==> config.mk <==
export PLATFORM = sky130hd
export DESIGN_NAME = count_ctrl_flat
export DESIGN_NICKNAME = d
export VERILOG_FILES = /design/src/rtl/count_ctrl_pkg.sv /design/src/rtl/count_ctrl_if.sv /design/src/rtl/count_core.sv /design/src/rtl/count_ctrl.sv /design/src/flat_wrapper.sv
export SDC_FILE = /design/constraint.sdc
export NUM_CORES = 1
export LEC_CHECK = 0
export ABC_AREA = 1
export CORE_MARGIN = 5
export CORE_UTILIZATION = 46
export DETAILED_ROUTE_END_ITERATION = 16
export PLACE_DENSITY = 0.76
export SKIP_CTS_REPAIR_TIMING = 1
export SYNTH_ARGS = -nofsm -noshare
export SYNTH_HDL_FRONTEND = slang
export SYNTH_SLANG_ARGS = --single-unit
export TNS_END_PERCENT = 1
==> constraint.sdc <==
create_clock -name clk -period 2.5 [get_ports clk]
set_clock_uncertainty 0.15 [all_clocks]
set_input_delay 0.25 -clock clk [delete_from_list [all_inputs] [get_ports clk]]
set_output_delay 0.25 -clock clk [all_outputs]
set_load 0.05 [all_outputs]
==> src/rtl/count_ctrl_pkg.sv <==
// count_ctrl_pkg: shared types and constants for the count_ctrl sequencer.
//   state_e        - sequencer states (IDLE, RUN, HOLD, DONE)
//   MODE_ONESHOT   - run once up to the limit, then pulse done
//   MODE_PERIODIC  - auto-reload to 0 after each terminal step
//   is_busy()      - true for the states that report busy
package count_ctrl_pkg;

  typedef enum logic [1:0] {
    IDLE = 2'd0,
    RUN  = 2'd1,
    HOLD = 2'd2,
    DONE = 2'd3
  } state_e;

  localparam logic MODE_ONESHOT  = 1'b0;
  localparam logic MODE_PERIODIC = 1'b1;

  function automatic logic is_busy(input state_e s);
    return (s == RUN) || (s == HOLD);
  endfunction

endpackage

==> src/rtl/count_ctrl_if.sv <==
// count_ctrl_if: command/status bundle between control logic and count_ctrl.
//   start  - request a run; only looked at while the sequencer is idle
//   stop   - abort the current run (wins over pause and stepping)
//   pause  - level; freezes the run for every cycle it is high
//   mode   - MODE_ONESHOT / MODE_PERIODIC, captured together with start
//   limit  - terminal count, captured together with start
//   count  - current count value (registered)
//   busy   - high while a run is active (RUN or HOLD)
//   tick   - one-cycle pulse following each terminal step
//   done   - one-cycle pulse when a one-shot run completes
// Command semantics: there is no valid/ready pairing. Every command is a
// level sampled on each rising clk edge; the sequencer never stalls the
// controller, it simply ignores commands that make no sense in its state
// (start outside IDLE, stop in IDLE). Status outputs change only on edges.
// master: the controller driving commands. slave: the count_ctrl sequencer.
interface count_ctrl_if #(
  parameter int WIDTH = 4
);
  logic             start;
  logic             stop;
  logic             pause;
  logic             mode;
  logic [WIDTH-1:0] limit;
  logic [WIDTH-1:0] count;
  logic             busy;
  logic             tick;
  logic             done;

  modport master (
    output start, stop, pause, mode, limit,
    input  count, busy, tick, done
  );

  modport slave (
    input  start, stop, pause, mode, limit,
    output count, busy, tick, done
  );
endinterface

==> src/rtl/count_core.sv <==
// count_core: WIDTH-bit synchronous up-counter datapath.
//   clk, rst  - clock, synchronous active-high reset
//   clr       - force count to 0 (run aborted or finished)
//   reload    - force count to 0 after a periodic terminal step
//   en        - advance count by one
//   limit     - terminal value to compare against
//   count     - registered count value
//   terminal  - count equals limit (combinational from the register)
// The controller never asserts en at the terminal value, so the counter
// cannot wrap through 2^WIDTH-1 on its own.
module count_core #(
  parameter int WIDTH = 4
) (
  input  logic             clk,
  input  logic             rst,
  input  logic             clr,
  input  logic             reload,
  input  logic             en,
  input  logic [WIDTH-1:0] limit,
  output logic [WIDTH-1:0] count,
  output logic             terminal
);

  logic [WIDTH-1:0] count_q;

  always_ff @(posedge clk) begin
    if (rst || clr) begin
      count_q <= '0;
    end else if (reload) begin
      count_q <= '0;
    end else if (en) begin
      count_q <= count_q + WIDTH'(1);
    end
  end

  assign count    = count_q;
  assign terminal = (count_q == limit);

endmodule

==> src/rtl/count_ctrl.sv <==
// count_ctrl: start/stop/pause sequencer around a count_core counter.
// Supports one-shot and periodic (auto-reload) runs up to a terminal value
// captured at start; pulses tick after every terminal step and done when a
// one-shot run completes. All outputs are registered.
//   clk, rst   - clock, synchronous active-high reset
//   bus        - count_ctrl_if slave modport (commands in, status out)
//   fsm_state  - current sequencer state, for observation
// Build option: define CNT_CTRL_PRESCALE_EN to insert a 0..PRESCALE-1
// prescaler so that a count step happens only every PRESCALE active
// cycles. Without the macro, every unpaused RUN/HOLD cycle is a step and
// PRESCALE is ignored.
module count_ctrl
  import count_ctrl_pkg::*;
#(
  parameter int WIDTH    = 4,
  parameter int PRESCALE = 4
) (
  input  logic   clk,
  input  logic   rst,
  count_ctrl_if.slave bus,
  output state_e fsm_state
);

  state_e           state;
  state_e           state_next;
  logic [WIDTH-1:0] limit_q;
  logic             mode_q;
  logic             accept;    // start taken this cycle
  logic             advance;   // run active, not stopped, not paused
  logic             pre_wrap;  // prescaler at its last phase
  logic             step;      // counter moves this cycle
  logic             terminal;
  logic [WIDTH-1:0] count_val;
  logic             busy_q;
  logic             tick_q;
  logic             done_q;

  always_ff @(posedge clk) begin
    if (rst) begin
      state <= IDLE;
    end else begin
      state <= state_next;
    end
  end

  // HOLD only records that the previous cycle was paused: any unpaused
  // edge in RUN or HOLD is an active cycle, so each paused cycle delays
  // the run by exactly one cycle.
  always_comb begin
    state_next = state;
    accept     = 1'b0;
    advance    = 1'b0;
    step       = 1'b0;
    case (state)
      IDLE: begin
        if (bus.start && !bus.stop) begin
          accept     = 1'b1;
          state_next = RUN;
        end
      end
      RUN, HOLD: begin
        if (bus.stop) begin
          state_next = IDLE;
        end else if (bus.pause) begin
          state_next = HOLD;
        end else begin
          advance = 1'b1;
          step    = pre_wrap;
          if (step && terminal && (mode_q == MODE_ONESHOT)) begin
            state_next = DONE;
          end else begin
            state_next = RUN;
          end
        end
      end
      DONE: begin
        state_next = IDLE;
      end
      default: begin
        state_next = IDLE;
      end
    endcase
  end

  always_ff @(posedge clk) begin
    if (rst) begin
      limit_q <= '0;
      mode_q  <= MODE_ONESHOT;
    end else if (accept) begin
      limit_q <= bus.limit;
      mode_q  <= bus.mode;
    end
  end

`ifdef CNT_CTRL_PRESCALE_EN
  localparam int PW = (PRESCALE > 1) ? $clog2(PRESCALE) : 1;
  localparam logic [PW-1:0] PRE_LAST = PW'(PRESCALE - 1);

  logic [PW-1:0] pre_q;

  // Counts active cycles; frozen while heading into HOLD, cleared on every
  // other path (start, stop, DONE, back to IDLE).
  always_ff @(posedge clk) begin
    if (rst) begin
      pre_q <= '0;
    end else if (advance) begin
      pre_q <= pre_wrap ? '0 : pre_q + PW'(1);
    end else if (state_next != HOLD) begin
      pre_q <= '0;
    end
  end

  assign pre_wrap = (pre_q == PRE_LAST);
`else
  logic unused_prescale;
  assign unused_prescale = (PRESCALE > 0) && advance;
  assign pre_wrap        = 1'b1;
`endif

  count_core #(
    .WIDTH (WIDTH)
  ) u_core (
    .clk      (clk),
    .rst      (rst),
    .clr      (state_next == IDLE),
    .reload   (step && terminal && (mode_q == MODE_PERIODIC)),
    .en       (step && !terminal),
    .limit    (limit_q),
    .count    (count_val),
    .terminal (terminal)
  );

  always_ff @(posedge clk) begin
    if (rst) begin
      busy_q <= 1'b0;
      tick_q <= 1'b0;
      done_q <= 1'b0;
    end else begin
      busy_q <= is_busy(state_next);
      tick_q <= step && terminal;
      done_q <= step && terminal && (mode_q == MODE_ONESHOT);
    end
  end

  assign bus.count = count_val;
  assign bus.busy  = busy_q;
  assign bus.tick  = tick_q;
  assign bus.done  = done_q;
  assign fsm_state = state;

endmodule

==> src/flat_wrapper.sv <==
// flat-port wrapper written by rule: the top's interface ports become plain ports
module count_ctrl_flat import count_ctrl_pkg::*;
#(
  parameter int WIDTH    = 4,
  parameter int PRESCALE = 4
)
  (clk, rst, fsm_state, bus_start, bus_stop, bus_pause, bus_mode, bus_limit, bus_count, bus_busy, bus_tick, bus_done);
  count_ctrl_if #(.WIDTH(WIDTH)) bus_i ();
  input  logic clk;
  input  logic rst;
  output state_e fsm_state;
  input wire logic [$bits(bus_i.start)-1:0] bus_start;
  input wire logic [$bits(bus_i.stop)-1:0] bus_stop;
  input wire logic [$bits(bus_i.pause)-1:0] bus_pause;
  input wire logic [$bits(bus_i.mode)-1:0] bus_mode;
  input wire logic [$bits(bus_i.limit)-1:0] bus_limit;
  output wire logic [$bits(bus_i.count)-1:0] bus_count;
  output wire logic [$bits(bus_i.busy)-1:0] bus_busy;
  output wire logic [$bits(bus_i.tick)-1:0] bus_tick;
  output wire logic [$bits(bus_i.done)-1:0] bus_done;
  assign bus_i.start = bus_start;
  assign bus_i.stop = bus_stop;
  assign bus_i.pause = bus_pause;
  assign bus_i.mode = bus_mode;
  assign bus_i.limit = bus_limit;
  assign bus_count = bus_i.count;
  assign bus_busy = bus_i.busy;
  assign bus_tick = bus_i.tick;
  assign bus_done = bus_i.done;
  count_ctrl #(.WIDTH(WIDTH), .PRESCALE(PRESCALE)) u_core (.clk(clk), .rst(rst), .bus(bus_i), .fsm_state(fsm_state));
endmodule
Word level (Yosys, flattened, before mapping)
Cells that the tools add are included.
{"block": "totals", "regBits": 14, "inputBits": 10, "output_inout_bits": 9}
{"block": "classes", "n_addsub": 1, "n_eq_ne": 6, "mux": 10, "bitwise": 1, "n_reduce_logical": 14}
{"cell": "$mux W2", "count": 4}
{"cell": "$eq A2 B2 Y1 const B", "count": 3}
{"cell": "$logic_and A1 B1 Y1", "count": 6}
{"cell": "$pmux W2 S3", "count": 1}
{"cell": "$mux W1", "count": 5}
{"cell": "$add A4 B1 Y4 const B", "count": 1}
{"cell": "$eq A2 B1 Y1 const B", "count": 2}
{"cell": "$eq A4 B4 Y1", "count": 1}
{"cell": "$logic_not A2 Y1", "count": 2}
{"cell": "$reduce_or A2 Y1", "count": 2}
{"cell": "$logic_not A1 Y1", "count": 2}
{"cell": "$logic_or A1 B1 Y1", "count": 2}
{"cell": "$not A1 Y1", "count": 1}

Longest topological paths before layout
{"block": "depth", "depth_word": 9, "depth_mapped": 11, "ltp_nobuf": 11}

By module
Synthesis repeated with hierarchy kept, for this count alone.
{"block": "hier_totals", "hier_cells": 95, "hier_area_um2": 701.9}
{"mod": "count_ctrl", "n_inst": 1, "cells_per_inst": 57, "area_each_um2": 461.7, "seq_area_each_um2": 200.2}
{"mod": "count_core", "n_inst": 1, "cells_per_inst": 38, "area_each_um2": 240.2, "seq_area_each_um2": 80.1}

Worst setup path after synthesis
Ideal clock, no wire load.
{"block": "synth_path", "kind": "register to register", "startpoint": "reg u_core.state[0] (netlist: u_core.fsm_state[0])", "endpoint": "reg u_core.u_core.count_q[1] (netlist: u_core.u_core.count[1])", "setup_time_ns": 0.070, "arrival_ns": 1.956, "required_time_ns": 2.280, "slack_ns": 0.324, "path_stages_with_launch": 10, "n_path_buf": 0, "period_less_slack_ns": 2.176, "path_cell_list": "dfxtp_1 inv_1 ha_1 inv_1 nor3_4 o21ai_1 ha_1 nor2_1 nand2_1 a21oi_1"}
{"block": "synth_between", "elab_chain_len": 6, "word_cells_on_any_way": 14, "classes_between": "eq/ne: 3; mux: 3; reduce/logical: 8"}
{"element": "start: declaration", "line": "count_ctrl.sv:24", "text": "state_e state;"}
{"element": "start signal: assignment", "line": "count_ctrl.sv:42", "text": "state <= state_next;"}
{"element": "$eq A2 B1 Y1 / $eq A2 B2 Y1 (equally long branches)", "line": "count_ctrl.sv:54", "text": "case (state)"}
{"element": "$reduce_or A2 Y1", "line": "count_ctrl.sv:54"}
{"element": "$pmux W2 S3 / $mux W1 (equally long branches)", "line": "count_ctrl.sv:54"}
{"element": "$logic_not A2 Y1 / $logic_and A1 B1 Y1 (equally long branches)", "line": "count_ctrl.sv:125, count_ctrl.sv:126"}
{"element": "$logic_or A1 B1 Y1 / $logic_and A1 B1 Y1 (equally long branches)", "line": "count_core.sv:27, count_ctrl.sv:126"}
{"element": "$reduce_or A2 Y1 (no line)"}
{"element": "end signal: assignment", "line": "count_core.sv:32", "text": "count_q <= count_q + WIDTH'(1);"}
{"element": "end: declaration", "line": "count_core.sv:24", "text": "logic [WIDTH-1:0] count_q;"}
Several ways; a longest one is shown, not always the timed one.
A chain may end at the register's enable or synchronous reset.

Worst setup path after layout
{"block": "layout_path", "startpoint": "reg u_core.state[0] (netlist: u_core.fsm_state[0])", "endpoint": "reg u_core.u_core.count_q[2] (netlist: u_core.u_core.count[2])"}
Same word-level chain as after synthesis.

==> summary.txt <==
Detailed Place HPWL = 1167 um
Final setup TNS = 0 ns
GPL Wtd Cong = 0.8894
Top FF cell, synth = dfxtp_1
Largest family of logic cells by synthesized area = simple AND/OR/NAND/NOR gates
Max VDD drop = 0.0003986 V
Crit path max fanout = 8
Hold WC Path Type = reg2reg
Rel. slew slack = 66.75%
Post-synthesis cell count = 95
M1 GR Usage = 15.51%
CTS Root Cell = clkbuf_4
DR vias = 666
Setup CP Type = reg2reg
Fin crit share = 80.50%
Core Box Area = 1524 um^2
Hold violation count in the final report = 0
Yosys warnings = 0
Die Height = 50.27 um
Layout Cells excl Fill = 132
Simple-gate area share of the yosys netlist = 34.23%
First-pass GRT wire length = 2642 um
Area of the multi-input gates = 405.4 um^2
DIE WIDTH = 50.27 um
Post-route cell area = 978.4 um^2
CP max-delay cell = dfxtp_1
Initial Util = 48.93%
Final setup vio count = 0
Slowest Stage Delay on Critical Path = 0.34 ns
Core Util, Final = 64.20%
GRT busiest layer = met2
Tmin final = 2.013 ns
Synth top area cells = dfxtp_1 38%, nand2_1 9.1%, inv_1 7.6%
GRT overflow = 0
Clock Latency Late Sink = 0.28 ns
CTS tree = yes
Worst-Margin Slew = 0.4972 ns
Clk pin slew, worst setup/hold paths = 0.08 ns
# DRC = 0
Share of cells above drive strength 1 = 12.07%
Mapped Area = 745.7 um^2
Layout overhead on the synthesized area = 31.21%
Pwr dens = 581.1 nW/um^2
Top-count cell post-synth = nand2_1
EDFF count, synth = 0
Nets = 131
Reg2reg path depth = 9
Yosys top cell area share = 37.58%
RSZ-0062 raised after global routing = no
Post-synth ARST share = 0%
Met3 Use GR = 2.959%
Max Cap Viol = 0
FILL cells = 142
DR pass1 iterations = 4
Avg Inst Size Synth = 7.850 um^2
Xor-xnor portion of the synthesized cell area = 2.349%
FF+latch area = 280.3 um^2
DRT antenna net count = 0
R2r setup slk = 0.49 ns
Area leader, netlist = dfxtp_1
Req. time, crit path = 2.56 ns
Area of placed instances = 942.2 um^2
Largest net degree at the start of global routing = 12
Register area share after synthesis = 37.58%
Vias in the first global route = 641
Total GRT Usage = 13.24%
Crit path launch type = register
Adder-cell area share of the yosys netlist = 6.711%
Vias per cell = 5.045
Full die area = 2527 um^2
# clock sinks = 14
Mux cell area share after synthesis = 0%
Initial DRC count = 16
Worst-path cell chain = inv_1 -> ha_1 -> inv_1 -> nor3_4 -> o21ai_1 -> ha_1 -> nor2_1 -> nand2_1 -> a21oi_1
Met2 Track Usage GR = 22.38%
Site row count = 14
Avg WL per Cell = 11.53 um
Port-buffer cells = 18
Net Count, Synth = 109
Fmax = 496.9 MHz
H-tree depth = 1
Num CTS Buffers = 3
Ports = 19
Antenna cell count = 0
Wirelength, routed = 1522 um
Synth cell count leaders = 18 x nand2_1, 15 x inv_1, 14 x dfxtp_1
Compound-cell area share of the yosys netlist = 11.07%
Pleak = 0.3932 nW
Worst hold stages = 1
Synth unique cells = 21
Initial antenna violation count = 0
Cells after DPL = 128
Flops & latches, synth = 14
Clock buffer depth = 2
Power, Total = 0.0005686 W
Slew Limit Fails = 0
Worst Setup End Kind = register
Outcome = finished clean
Worst path arrival time = 2.07 ns
==> worst paths after layout <==
path / start / end
worst max-delay path: u_core.fsm_state[0] / u_core.u_core.count[2]
worst min-delay path: u_core.mode_q / u_core.bus.done
worst max register to register: u_core.fsm_state[0] / u_core.u_core.count[2]
worst min register to register: u_core.mode_q / u_core.bus.done
==> placed cells by master (no fill, tap or decap) <==
cell	instances
ha_1	4
clkbuf_8	1
a21boi_0	1
nand2_1	18
dfxtp_1	14
clkbuf_4	3
clkdlybuf4s50_1	18
nor2_1	9
nor2_4	1
a211oi_1	5
inv_1	15
nor3_4	1
xor2_1	2
o21ai_1	1
nand2_4	2
nand3_1	9
a21oi_1	3
a21oi_2	2
nand2_2	2
nor3_1	2
nor2_8	1
nand3_2	1
nand4_1	1
==> routing by layer <==
layer	wire (um)	share of wire (%)	vias to the layer above
li1	-	-	347
met2	730	48	16
met4	24	1.6	0
met1	656	43	301
met5	0	0	-
met3	111	7.3	2
==> power by group <==
part | total, W | switching, W | internal, W
Combinational | 0.000161 | 0.000100 | 0.0000604
Clock | 0.000163 | 0.0000747 | 0.0000887
Sequential | 0.000245 | 0.00000701 | 0.000238
==> sequential cells by signal, summed over array words and instances (netlist names) <==
signal and cells:
u_core.bus.busy 1, u_core.bus.done 1, u_core.bus.tick 1, u_core.fsm_state 2
u_core.limit_q 4, u_core.mode_q 1, u_core.u_core.count 4
==> metrics by stage <==
step,hold slack (ns),setup slack (ns)
after floorplan,0.2721,0.3243
after detailed placement,0.3067,0.4382
final,0.3225,0.4875
after CTS,0.3248,0.5010
after global routing,0.3357,0.3165
after global placement,0.2995,0.5110
==> final cells by class <==
class,instances,area share (%)
Clock buffer,4,3.708
Inverter,15,5.754
Multi-Input combinational cell,65,41.43
Sequential cell,14,28.64
Tap cell,16,2.046
Timing Repair Buffer,18,18.41
==> worst max-delay path, delay by kind of cell, from the launching register on <==
family,cells,cell delay [ns]
compound gates,2,0.29
flops,1,0.34
fa+ha+maj,2,0.47
buf+inv,2,0.15
simple gates,3,0.53
==> cell families after synthesis <==
logic type / after synthesis
DFF: 14
AOI/OAI and AO/OA: 12
and+or+nand+nor: 47
adders and majority gates: 4
xor gates and xnor gates: 2
buffers and inverters: 16
Note: power is estimated with default switching activity, not from simulation.
